## src/rtl/branch_resolve_queue_pkg.sv

```systemverilog
// Shared definitions for the branch resolve queue.
//   BRQ_DEPTH   : default number of in-flight branch entries (power of two, >= 2)
//   BRQ_PC_INCR : default sequential PC increment
//   entry_t     : one in-flight branch {pc, pred_valid, pred_addr}
//   brq_cnt_w   : occupancy counter width for a given depth (must reach DEPTH)
package branch_resolve_queue_pkg;

  localparam int BRQ_DEPTH   = 4;
  localparam int BRQ_PC_INCR = 4;

  typedef struct packed {
    logic [31:0] pc;
    logic        pred_valid;
    logic [31:0] pred_addr;
  } entry_t;

  function automatic int brq_cnt_w(input int depth);
    return $clog2(depth) + 1;
  endfunction

endpackage

```

## src/rtl/branch_entry_fifo.sv

```systemverilog
// Entry storage for the branch resolve queue: circular buffer with head/tail
// pointers and an occupancy count. Push/pop qualification is done by the
// caller; flush empties the queue and dominates push/pop on the same edge.
// Storage contents are not reset, validity comes only from the count.
// Ports:
//   CLK, RESET : clock, asynchronous active-high reset
//   i_push     : write i_wdata at tail
//   i_pop      : retire head entry
//   i_flush    : discard all entries (count, head, tail -> 0)
//   i_wdata    : entry to push
//   o_head     : oldest entry (meaningful only when o_count != 0)
//   o_count    : number of valid entries
module branch_entry_fifo
  import branch_resolve_queue_pkg::*;
#(
  parameter  int DEPTH = BRQ_DEPTH,
  localparam int PTR_W = $clog2(DEPTH),
  localparam int CNT_W = brq_cnt_w(DEPTH)
) (
  input  logic             CLK,
  input  logic             RESET,
  input  logic             i_push,
  input  logic             i_pop,
  input  logic             i_flush,
  input  entry_t           i_wdata,
  output entry_t           o_head,
  output logic [CNT_W-1:0] o_count
);

  entry_t             r_mem [DEPTH];
  logic [PTR_W-1:0]   r_head;
  logic [PTR_W-1:0]   r_tail;
  logic [CNT_W-1:0]   r_count;

  always_ff @(posedge CLK or posedge RESET) begin
    if (RESET) begin
      r_head  <= '0;
      r_tail  <= '0;
      r_count <= '0;
    end else if (i_flush) begin
      r_head  <= '0;
      r_tail  <= '0;
      r_count <= '0;
    end else begin
      // DEPTH is a power of two, so pointer overflow is the modulo wrap
      if (i_push) r_tail <= r_tail + PTR_W'(1);
      if (i_pop)  r_head <= r_head + PTR_W'(1);
      case ({i_push, i_pop})
        2'b10:   r_count <= r_count + CNT_W'(1);
        2'b01:   r_count <= r_count - CNT_W'(1);
        default: r_count <= r_count;
      endcase
    end
  end

  always_ff @(posedge CLK) begin
    if (i_push && !i_flush) r_mem[r_tail] <= i_wdata;
  end

  assign o_head  = r_mem[r_head];
  assign o_count = r_count;

endmodule

```

## src/rtl/branch_resolve_queue.sv

```systemverilog
// Branch resolve queue: holds fetched branches with their BTB prediction in
// program order, compares each against the actual outcome when execute
// resolves the oldest one, and produces a BTB update pulse and a fetch
// redirect pulse one cycle after the resolve.
// Ports:
//   CLK, RESET                  : clock, asynchronous active-high reset
//   Alloc_*_IN                  : new branch from fetch {pc, pred valid, pred addr}
//   Resolve_*_IN                : resolution of the oldest branch {valid, taken, target}
//   Full_OUT/Empty_OUT/Count_OUT: occupancy, combinational from registered count
//   Resolution_OUT, Branch_addr_OUT, Branch_resolved_addr_OUT : BTB write pulse
//   Mispredict_OUT, Redirect_addr_OUT                         : fetch redirect pulse
module branch_resolve_queue
  import branch_resolve_queue_pkg::*;
#(
  parameter  int DEPTH   = BRQ_DEPTH,
  parameter  int PC_INCR = BRQ_PC_INCR,
  localparam int CNT_W   = brq_cnt_w(DEPTH)
) (
  input  logic             CLK,
  input  logic             RESET,
  input  logic             Alloc_Valid_IN,
  input  logic [31:0]      Alloc_PC_IN,
  input  logic             Alloc_Pred_Valid_IN,
  input  logic [31:0]      Alloc_Pred_Addr_IN,
  input  logic             Resolve_Valid_IN,
  input  logic             Resolve_Taken_IN,
  input  logic [31:0]      Resolve_Target_IN,
  output logic             Full_OUT,
  output logic             Empty_OUT,
  output logic [CNT_W-1:0] Count_OUT,
  output logic             Resolution_OUT,
  output logic [31:0]      Branch_addr_OUT,
  output logic [31:0]      Branch_resolved_addr_OUT,
  output logic             Mispredict_OUT,
  output logic [31:0]      Redirect_addr_OUT
);

  entry_t           w_head;
  entry_t           w_wdata;
  logic [CNT_W-1:0] w_count;
  logic             w_full;
  logic             w_empty;
  logic [31:0]      w_seq_next;
  logic [31:0]      w_actual_next;
  logic [31:0]      w_pred_next;
  logic             w_pop;
  logic             w_push;
  logic             w_mispredict;
  logic             w_btb_update;

  logic             r_mispredict;
  logic [31:0]      r_redirect_addr;
  logic             r_resolution;
  logic [31:0]      r_branch_addr;
  logic [31:0]      r_resolved_addr;

  assign w_full  = (w_count == CNT_W'(DEPTH));
  assign w_empty = (w_count == '0);

  assign w_seq_next    = w_head.pc + 32'(PC_INCR);
  assign w_actual_next = Resolve_Taken_IN  ? Resolve_Target_IN : w_seq_next;
  assign w_pred_next   = w_head.pred_valid ? w_head.pred_addr  : w_seq_next;

  assign w_pop        = Resolve_Valid_IN && !w_empty;
  assign w_mispredict = w_pop && (w_actual_next != w_pred_next);

  // BTB only learns taken branches with a real target it does not already hold;
  // zero is the BTB's "no entry" marker and can never be written.
  assign w_btb_update = w_pop && Resolve_Taken_IN && (Resolve_Target_IN != '0) &&
                        (!w_head.pred_valid || (w_head.pred_addr != Resolve_Target_IN));

  // A full queue drops the alloc even if a pop frees a slot this cycle;
  // a mispredict flushes everything, including the branch being fetched now.
  assign w_push = Alloc_Valid_IN && !w_full && !w_mispredict;

  assign w_wdata.pc         = Alloc_PC_IN;
  assign w_wdata.pred_valid = Alloc_Pred_Valid_IN;
  assign w_wdata.pred_addr  = Alloc_Pred_Addr_IN;

  branch_entry_fifo #(.DEPTH(DEPTH)) u_fifo (
    .CLK     (CLK),
    .RESET   (RESET),
    .i_push  (w_push),
    .i_pop   (w_pop),
    .i_flush (w_mispredict),
    .i_wdata (w_wdata),
    .o_head  (w_head),
    .o_count (w_count)
  );

  always_ff @(posedge CLK or posedge RESET) begin
    if (RESET) begin
      r_mispredict    <= 1'b0;
      r_redirect_addr <= '0;
      r_resolution    <= 1'b0;
      r_branch_addr   <= '0;
      r_resolved_addr <= '0;
    end else begin
      r_mispredict    <= w_mispredict;
      r_redirect_addr <= w_mispredict ? w_actual_next : '0;
      r_resolution    <= w_btb_update;
      r_branch_addr   <= w_btb_update ? w_head.pc : '0;
      r_resolved_addr <= w_btb_update ? Resolve_Target_IN : '0;
    end
  end

  assign Full_OUT                 = w_full;
  assign Empty_OUT                = w_empty;
  assign Count_OUT                = w_count;
  assign Mispredict_OUT           = r_mispredict;
  assign Redirect_addr_OUT        = r_redirect_addr;
  assign Resolution_OUT           = r_resolution;
  assign Branch_addr_OUT          = r_branch_addr;
  assign Branch_resolved_addr_OUT = r_resolved_addr;

endmodule

```

## config.mk

```make
export PLATFORM = sky130hd
export DESIGN_NAME = branch_resolve_queue
export DESIGN_NICKNAME = d
export VERILOG_FILES = /design/src/rtl/branch_resolve_queue_pkg.sv /design/src/rtl/branch_entry_fifo.sv /design/src/rtl/branch_resolve_queue.sv
export SDC_FILE = /design/constraint.sdc
export NUM_CORES = 1
export LEC_CHECK = 0
export ABC_CLOCK_PERIOD_IN_PS = 6200
export BUFFER_PORTS_ARGS = -buffer_cell sky130_fd_sc_hd__buf_4
export CORE_UTILIZATION = 53
export DETAILED_ROUTE_END_ITERATION = 7
export PLACE_DENSITY = 0.77
export SYNTH_ARGS = -nofsm -noshare
export SYNTH_HDL_FRONTEND = slang
export SYNTH_SLANG_ARGS = --single-unit
```

## constraint.sdc

```tcl
create_clock -name CLK -period 6.2 [get_ports CLK]
set_clock_uncertainty 0.1 [all_clocks]
set_input_delay 0 -clock CLK [delete_from_list [all_inputs] [get_ports CLK]]
set_output_delay 0 -clock CLK [all_outputs]
set_load 0.01 [all_outputs]
```

Yosys cells after proc, flatten, opt, wreduce, memory -nomap -nowiden
Memory sizes are Yosys's and may differ from the RTL's.
Index checks and enable logic that the tools add are counted.
{"block": "totals", "word_cells": 50, "output_inout_bits": 103, "regBits": 105, "n_memories": 1, "ramBits": 260, "inputBits": 102}
{"block": "op_classes", "n_reduce_logical": 18, "add_sub_neg": 5, "muxes": 13, "n_eq_ne": 5}
{"name": "u_fifo.r_mem", "words": 4, "word_bits": 65, "rd": 1, "rd_clocked_by_memory_dff": 0, "wr": 1, "line_no": "branch_entry_fifo.sv:30", "text": "entry_t r_mem [DEPTH];"}
{"op": "32-bit 2-to-1 mux", "n": 5}
{"op": "32-bit != test", "n": 2}
{"op": "32-bit by 3-bit adder with 32-bit output (second input constant)", "n": 1}
{"op": "32-bit nonzero test", "n": 1}
{"op": "1-bit logical AND", "n": 8}
{"op": "2-bit 2-to-1 mux", "n": 4}
{"op": "3-bit case mux with 2 select lines", "n": 1}
{"op": "2-bit by 1-bit adder with 2-bit output (second input constant)", "n": 2}
{"op": "1-bit zero test", "n": 4}
{"op": "2-bit nonzero test", "n": 2}
{"op": "3-bit by 1-bit adder with 3-bit output (second input constant)", "n": 1}
{"op": "3-bit == test (second input constant)", "n": 1}
{"op": "3-bit zero test", "n": 1}
{"op": "3-bit 2-to-1 mux", "n": 1}
{"op": "3-bit nonzero test", "n": 1}
{"op": "3-bit by 1-bit subtractor with 3-bit output (second input constant)", "n": 1}
{"op": "2-bit by 1-bit == test with 1-bit output (second input constant)", "n": 1}
{"op": "2-bit == test (second input constant)", "n": 1}
{"op": "1-bit 2-to-1 mux", "n": 2}
{"op": "1-bit logical OR", "n": 1}

Longest topological paths before layout
An unclocked memory read counts as a cell.
{"block": "depth", "word_depth": 10, "mapped_depth": 22, "mapped_depth_nobuf": 17}

By module
From an unflattened synthesis, not the netlist that was laid out.
{"block": "unflattened", "cells_unflattened": 1056, "area_unflattened_um2": 16035.4}
{"module": "branch_entry_fifo", "area_per_inst_um2": 9844.4, "cells_per_inst": 382, "n_inst": 1, "seq_area_each_um2": 7982.7}
{"module": "branch_resolve_queue", "area_per_inst_um2": 6190.9, "cells_per_inst": 674, "n_inst": 1, "seq_area_each_um2": 2452.4}

Worst setup path before layout
OpenSTA, ideal clock, no wires.
{"block": "synth_timing", "kind": "register to register", "from": "reg u_fifo.r_head[0]", "to": "mem u_fifo.r_mem[0][0] in the netlist's numbering (enable)", "period_less_slack_ps": 5814, "t_arrival_ps": 5277, "stages_incl_launch_ff": 18, "n_path_buf": 6, "slack_ps": 386, "setup_time_ps": 436, "required_time_ps": 5664, "cell_sequence": "dfrtp_1 -> buf_6 -> buf_12 -> buf_12 -> mux4_2 -> buf_4 -> ha_1 -> nand4_1 -> buf_2 -> or4_1 -> o21ai_0 -> nand4_1 -> o41ai_1 -> a31oi_1 -> nor4_2 -> a21oi_4 -> buf_6 -> nor2_2"}
{"block": "synth_between", "elab_chain_len": 10, "elab_cells_between_ends": 11, "cone_classes": "1 x add/sub; 1 x eq/ne; 4 x mux; 4 x reduce/logical; 1 x memory"}
{"item": "start, declared", "line_no": "branch_entry_fifo.sv:31", "text": "logic [PTR_W-1:0] r_head;"}
{"item": "start signal, assigned", "line_no": "branch_entry_fifo.sv:47", "text": "if (i_pop) r_head <= r_head + PTR_W'(1);"}
{"item": "memory read 4 x 65 bit *"}
{"item": "32-bit by 3-bit adder with 32-bit output", "line_no": "branch_resolve_queue.sv:60", "text": "assign w_seq_next = w_head.pc + 32'(PC_INCR);"}
{"item": "32-bit 2-to-1 mux (on tied branches)", "line_no": "branch_resolve_queue.sv:61, branch_resolve_queue.sv:62"}
{"item": "32-bit != test *", "line_no": "branch_resolve_queue.sv:65", "text": "assign w_mispredict = w_pop && (w_actual_next != w_pred_next);"}
{"item": "1-bit logical AND *", "line_no": "branch_resolve_queue.sv:65"}
{"item": "net u_fifo.i_flush", "line_no": "branch_entry_fifo.sv:24", "text": "input logic i_flush,"}
{"item": "1-bit zero test *", "line_no": "branch_entry_fifo.sv:57, branch_resolve_queue.sv:74"}
{"item": "1-bit logical AND", "line_no": "branch_resolve_queue.sv:74", "text": "assign w_push = Alloc_Valid_IN && !w_full && !w_mispredict;"}
{"item": "1-bit logical AND *", "line_no": "branch_entry_fifo.sv:57", "text": "if (i_push && !i_flush) r_mem[r_tail] <= i_wdata;"}
{"item": "1-bit 2-to-1 mux *", "line_no": "branch_entry_fifo.sv:57"}
{"item": "1-bit 2-to-1 mux (implied by the code) *", "line_no": "branch_entry_fifo.sv:57"}
{"item": "end, declared", "line_no": "branch_entry_fifo.sv:30"}
Mark *: on every way through the listed nets, which the timed path passes. The rest lies on a longest branch.

Worst setup path in the final report
{"block": "layout_timing", "from": "reg u_fifo.r_head[0]", "to": "mem u_fifo.r_mem[0][64] in the netlist's numbering (enable)"}
{"block": "layout_between", "elab_chain_len": 10, "elab_cells_between_ends": 11, "cone_classes": "1 x add/sub; 1 x eq/ne; 4 x mux; 4 x reduce/logical; 1 x memory"}
{"item": "memory read 4 x 65 bit *"}
{"item": "32-bit by 3-bit adder with 32-bit output", "line_no": "branch_resolve_queue.sv:60"}
{"item": "32-bit 2-to-1 mux (on tied branches)", "line_no": "branch_resolve_queue.sv:61, branch_resolve_queue.sv:62"}
{"item": "32-bit != test *", "line_no": "branch_resolve_queue.sv:65"}
{"item": "1-bit logical AND *", "line_no": "branch_resolve_queue.sv:65"}
{"item": "1-bit zero test *", "line_no": "branch_entry_fifo.sv:57, branch_resolve_queue.sv:74"}
{"item": "1-bit logical AND", "line_no": "branch_resolve_queue.sv:74"}
{"item": "1-bit logical AND *", "line_no": "branch_entry_fifo.sv:57"}
{"item": "1-bit 2-to-1 mux *", "line_no": "branch_entry_fifo.sv:57"}
{"item": "1-bit 2-to-1 mux (implied by the code) *", "line_no": "branch_entry_fifo.sv:57"}
Every way passes the cells marked *; elsewhere a longest branch is shown, timed or not.

==> impl_metrics.yaml <==
outcome:
  outcome: "complete, but fails checks"
  violations: "negative hold slack"
placement:
  gp_congestion: 0.962
  post-place-ws_ns: 0.566
  port_buffers: 204
  hpwl_mm: 29.4
sta:
  slew_viol_final: 0
  hold_ws_ns: -0.0114
  timing.final.ws_setup_ns: 0.432
  min_period_ns: 5.77
  setup_viol: 0
  min_period_over_period_pct: 93.0
  setup-tns-final_ns: 0
  timing.fmax_ghz: 0.173
  timing_hold_violations_final: 21
  maxSlewHeadroom_pct: 20.7
  rsz0062_at_grt: "false"
  max_slew.worst_pin.slew_ns: 1.18
power_and_ir_drop:
  p_per_area_nw_per_um2: 340
  switching_share_pct: 28.6
  combinationalPowerShare_pct: 23.8
  vdd_ir_drop_max_mv: 0.294
  power.switching_w: 0.00199
  p_leak_nw: 7.79
  p_int_w: 0.00498
  seq_power_share_pct: 44.7
  clkPwrFrac_pct: 31.5
routing:
  vias: 10500
  drc: 0
  drt-total-wl_mm: 44.1
  final_antenna_net_count: 0
  dr.first_iter.drc_count: 1318
  vias_per_cell: 5.97
  detail_route.first_pass.iterations: 5
  post_drt_wl_per_cell_um: 25.0
clocking:
  cts-htree-levels: 2
  clock_tree.root_cell: "clkbuf_16"
  cts.sink_count: 365
  clk_path_buf_depth: 3
  cts_buffers: 38
  clkSlewWorstSetupHoldPaths_ns: 0.06
  insertion_delay_ns: 0.54
  cts-resized-gates: 0
  cts_tree: "built"
  postCtsSetupBuffers: 0
setup_path:
  crit_type: "flop to flop"
  worstSetupStartpointType: "flop"
  slowest_stage: "or4_1"
  reg2reg_to: "u_fifo.r_mem[0][64]$_DFFE_PP_"
  path_cells: "mux4_2 > ha_1 > nand4_1 > or4_1 > o21ai_0 > nand4_1 > o41ai_1 > a31oi_1 > nor4_2 > a21oi_4 > buf_4 > nor2_4 > buf_4"
  cp_data_arrival_time_ns: 5.88
  worstPathMaxFanout: 42
  startpoint: "u_fifo.r_head[0]$_DFFE_PP0P_"
  reg2reg_slack_ns: 0.43
  max_stage_delay_ns: 0.70
  crit_required_ns: 6.31
  worstReg2RegStart: "u_fifo.r_head[0]$_DFFE_PP0P_"
  cp-end-kind: "flop"
  r2r_cells: 13
global_routing:
  grt_max_degree: 63
  antenna_found_initial: 1
  track_usage_pct: 28.6
  grt_overflow: 0
  grt_pass1_wl_mm: 65.4
  grt_pass1_vias: 10600
logic_synthesis:
  synth_top_cell_area_share_pct: 47.8
  async_flop_share_pct: 28.8
  synth_area_leaders: "edfxtp_1, dfrtp_1, mux4_2"
  ys_warn_count: 0
  yosysSeqAreaShare_pct: 63.9
  syn_avg_cell_area_um2: 15.8
  ys_ff_latch: 365
  synth_cell_types: 83
  synth_area_leader_cell: "edfxtp_1"
  synth-main-ff-cell: "edfxtp_1"
  synth_edf_count: 260
  syn-num-nets: 1144
  synth_area_um2: 16300
  synthCells: 1035
final_layout:
  drive_gt1_share_pct: 27.7
  multi_input_area_um2: 5530
  seqCellArea_um2: 10400
  layout.nets: 1455
  area_delta_synth_final_pct: 25.5
  fill_cells: 1971
floorplanning:
  rows: 63
  start_util_pct: 54.5
  die_w_um: 178
  fp.dieH_um: 178
  fp.dieArea_um2: 31500
  fp.coreArea_um2: 30000
  ios: 205
job:
  maxCapViolations: 0
hold_path:
  hold_class: "input port to asynchronous set/reset pin"
## worst max-delay path, delay by kind of cell (launching register included)
kind / cells / cell delay [ns]
AOI/OAI and AO/OA: 4 / 1.00
adders and majority gates: 1 / 0.33
buffers and inverters: 2 / 0.63
DFF: 1 / 0.64
muxes: 1 / 0.59
and+or+nand+nor: 5 / 2.13
## how the worst max path moves through the flow
stage	endpoint	slack [ns]
global placement	u_fifo.r_mem[0][58]$_DFFE_PP_	0.72
finish	u_fifo.r_mem[0][64]$_DFFE_PP_	0.43
global route	u_fifo.r_mem[0][13]$_DFFE_PP_	0.21
detailed placement	u_fifo.r_mem[0][62]$_DFFE_PP_	0.57
CTS	u_fifo.r_mem[0][64]$_DFFE_PP_	0.52
floorplan	u_fifo.r_mem[0][0]$_DFFE_PP_	0.39
## cell families (layout without fill, tap and decap cells)
logic type,after synthesis,after routing,synth area share [%]
compound gates,99,99,4.84
xor+xnor,115,115,7.03
fa+ha+maj,7,7,0.582
buf+inv,67,407,2.43
flops,365,365,63.9
mux,73,73,9.67
other cells,0,1,0
simple gates,309,309,11.5
## timing repair
| action | 4_1_cts | 5_1_grt |
|---|---|---|
| hold buffers | 100 | 0 |
| endpoints found under the hold margin | 368 | 0 |
| endpoints found under the setup margin | 0 | 0 |
## cell usage after synthesis (5+ instances only)
cell	n
a31oi_1	7
nor2_2	9
buf_6	9
nor2b_1	13
and3_1	6
xnor3_1	8
o211a_1	16
nand4_1	22
xor2_1	25
nand2_1	55
xnor2_1	80
nand3_1	22
inv_1	11
ha_1	6
nor2_1	22
buf_4	7
mux2i_1	6
dfrtp_1	105
and2_1	69
nor3b_1	8
a21boi_1	5
mux4_2	60
and4_1	8
nand2b_1	9
nor3_1	12
nor4_1	21
clkbuf_1	20
mux4_1	5
buf_2	15
or4_1	6
o21ai_0	15
edfxtp_1	260
a21oi_1	7
## registers in the layout, summed over array words and instances, names as in the netlist
register and count:
Branch_addr_OUT 32, Branch_resolved_addr_OUT 32, Mispredict_OUT 1, Redirect_addr_OUT 32, Resolution_OUT 1, u_fifo.o_count 3
u_fifo.r_head 2, u_fifo.r_mem 260, u_fifo.r_tail 2
## final cells by class
cell class	instances	area share, %
flip-flops and latches	365	50.9
diodes	1	0.0122
inverters	12	0.232
well taps	390	2.38
multi-input cells	603	27.0
clock buffers	56	5.37
clock inverters	13	0.537
repair buffers	326	13.5
## placed cells by master, fill, tap and decap left out, drive strengths merged, types with 14 or more instances in the layout
cell	n
o211a	16
nor4	25
mux4	66
edfxtp	260
nand4	27
buf	226
nand3	23
nand2	56
inv	14
xor2	25
nor2	31
dlygate4sd3	100
clkbuf	56
dfrtp	105
and2	73
o21ai	17
xnor2	80
## power by group through the flow
| stage | Clock, W | Sequential (W) | Combinational [W] |
|---|---|---|---|
| 4_1_cts | 0.00222 | 0.00312 | 0.00164 |
| 3_5_place_dp | 0 | 0.00316 | 0.00158 |
| 5_1_grt | 0.00232 | 0.00314 | 0.00176 |
| 2_1_floorplan | 0 | 0.00319 | 0.000894 |
| 6_report | 0.00220 | 0.00312 | 0.00166 |
| 3_3_place_gp | 0 | 0.00314 | 0.00156 |
## per-stage QoR
| stage | instance area (um^2) | std cells | util (%) | total power (W) | hold WS [ns] |
|---|---|---|---|---|---|
| after floorplan | 16300 | 1035 | - | 0.00409 | -0.00113 |
| final | 20500 | 1766 | 68.4 | 0.00697 | -0.0114 |
| after detailed placement | 18300 | 1596 | 61.0 | 0.00474 | 0.00291 |
| after CTS | 20500 | 1765 | 68.4 | 0.00698 | 0.00488 |
| after global routing | 20500 | 1766 | 68.4 | 0.00722 | 0.0359 |
| after global placement | 18300 | 1596 | 61.0 | 0.00470 | 0.00530 |
## metal layers
| metal | share of wire (%) | up-vias | global-route usage, % | routed length (um) |
|---|---|---|---|---|
| li1 | - | 4587 | - | - |
| met1 | 41 | 5252 | 39.4 | 17900 |
| met2 | 49 | 597 | 46.8 | 21400 |
| met3 | 7.4 | 101 | 4.20 | 3270 |
| met4 | 3.4 | 0 | 10.3 | 1500 |
| met5 | 0 | - | 0 | 0 |
No activity file was read; power rests on OpenSTA's default activity.
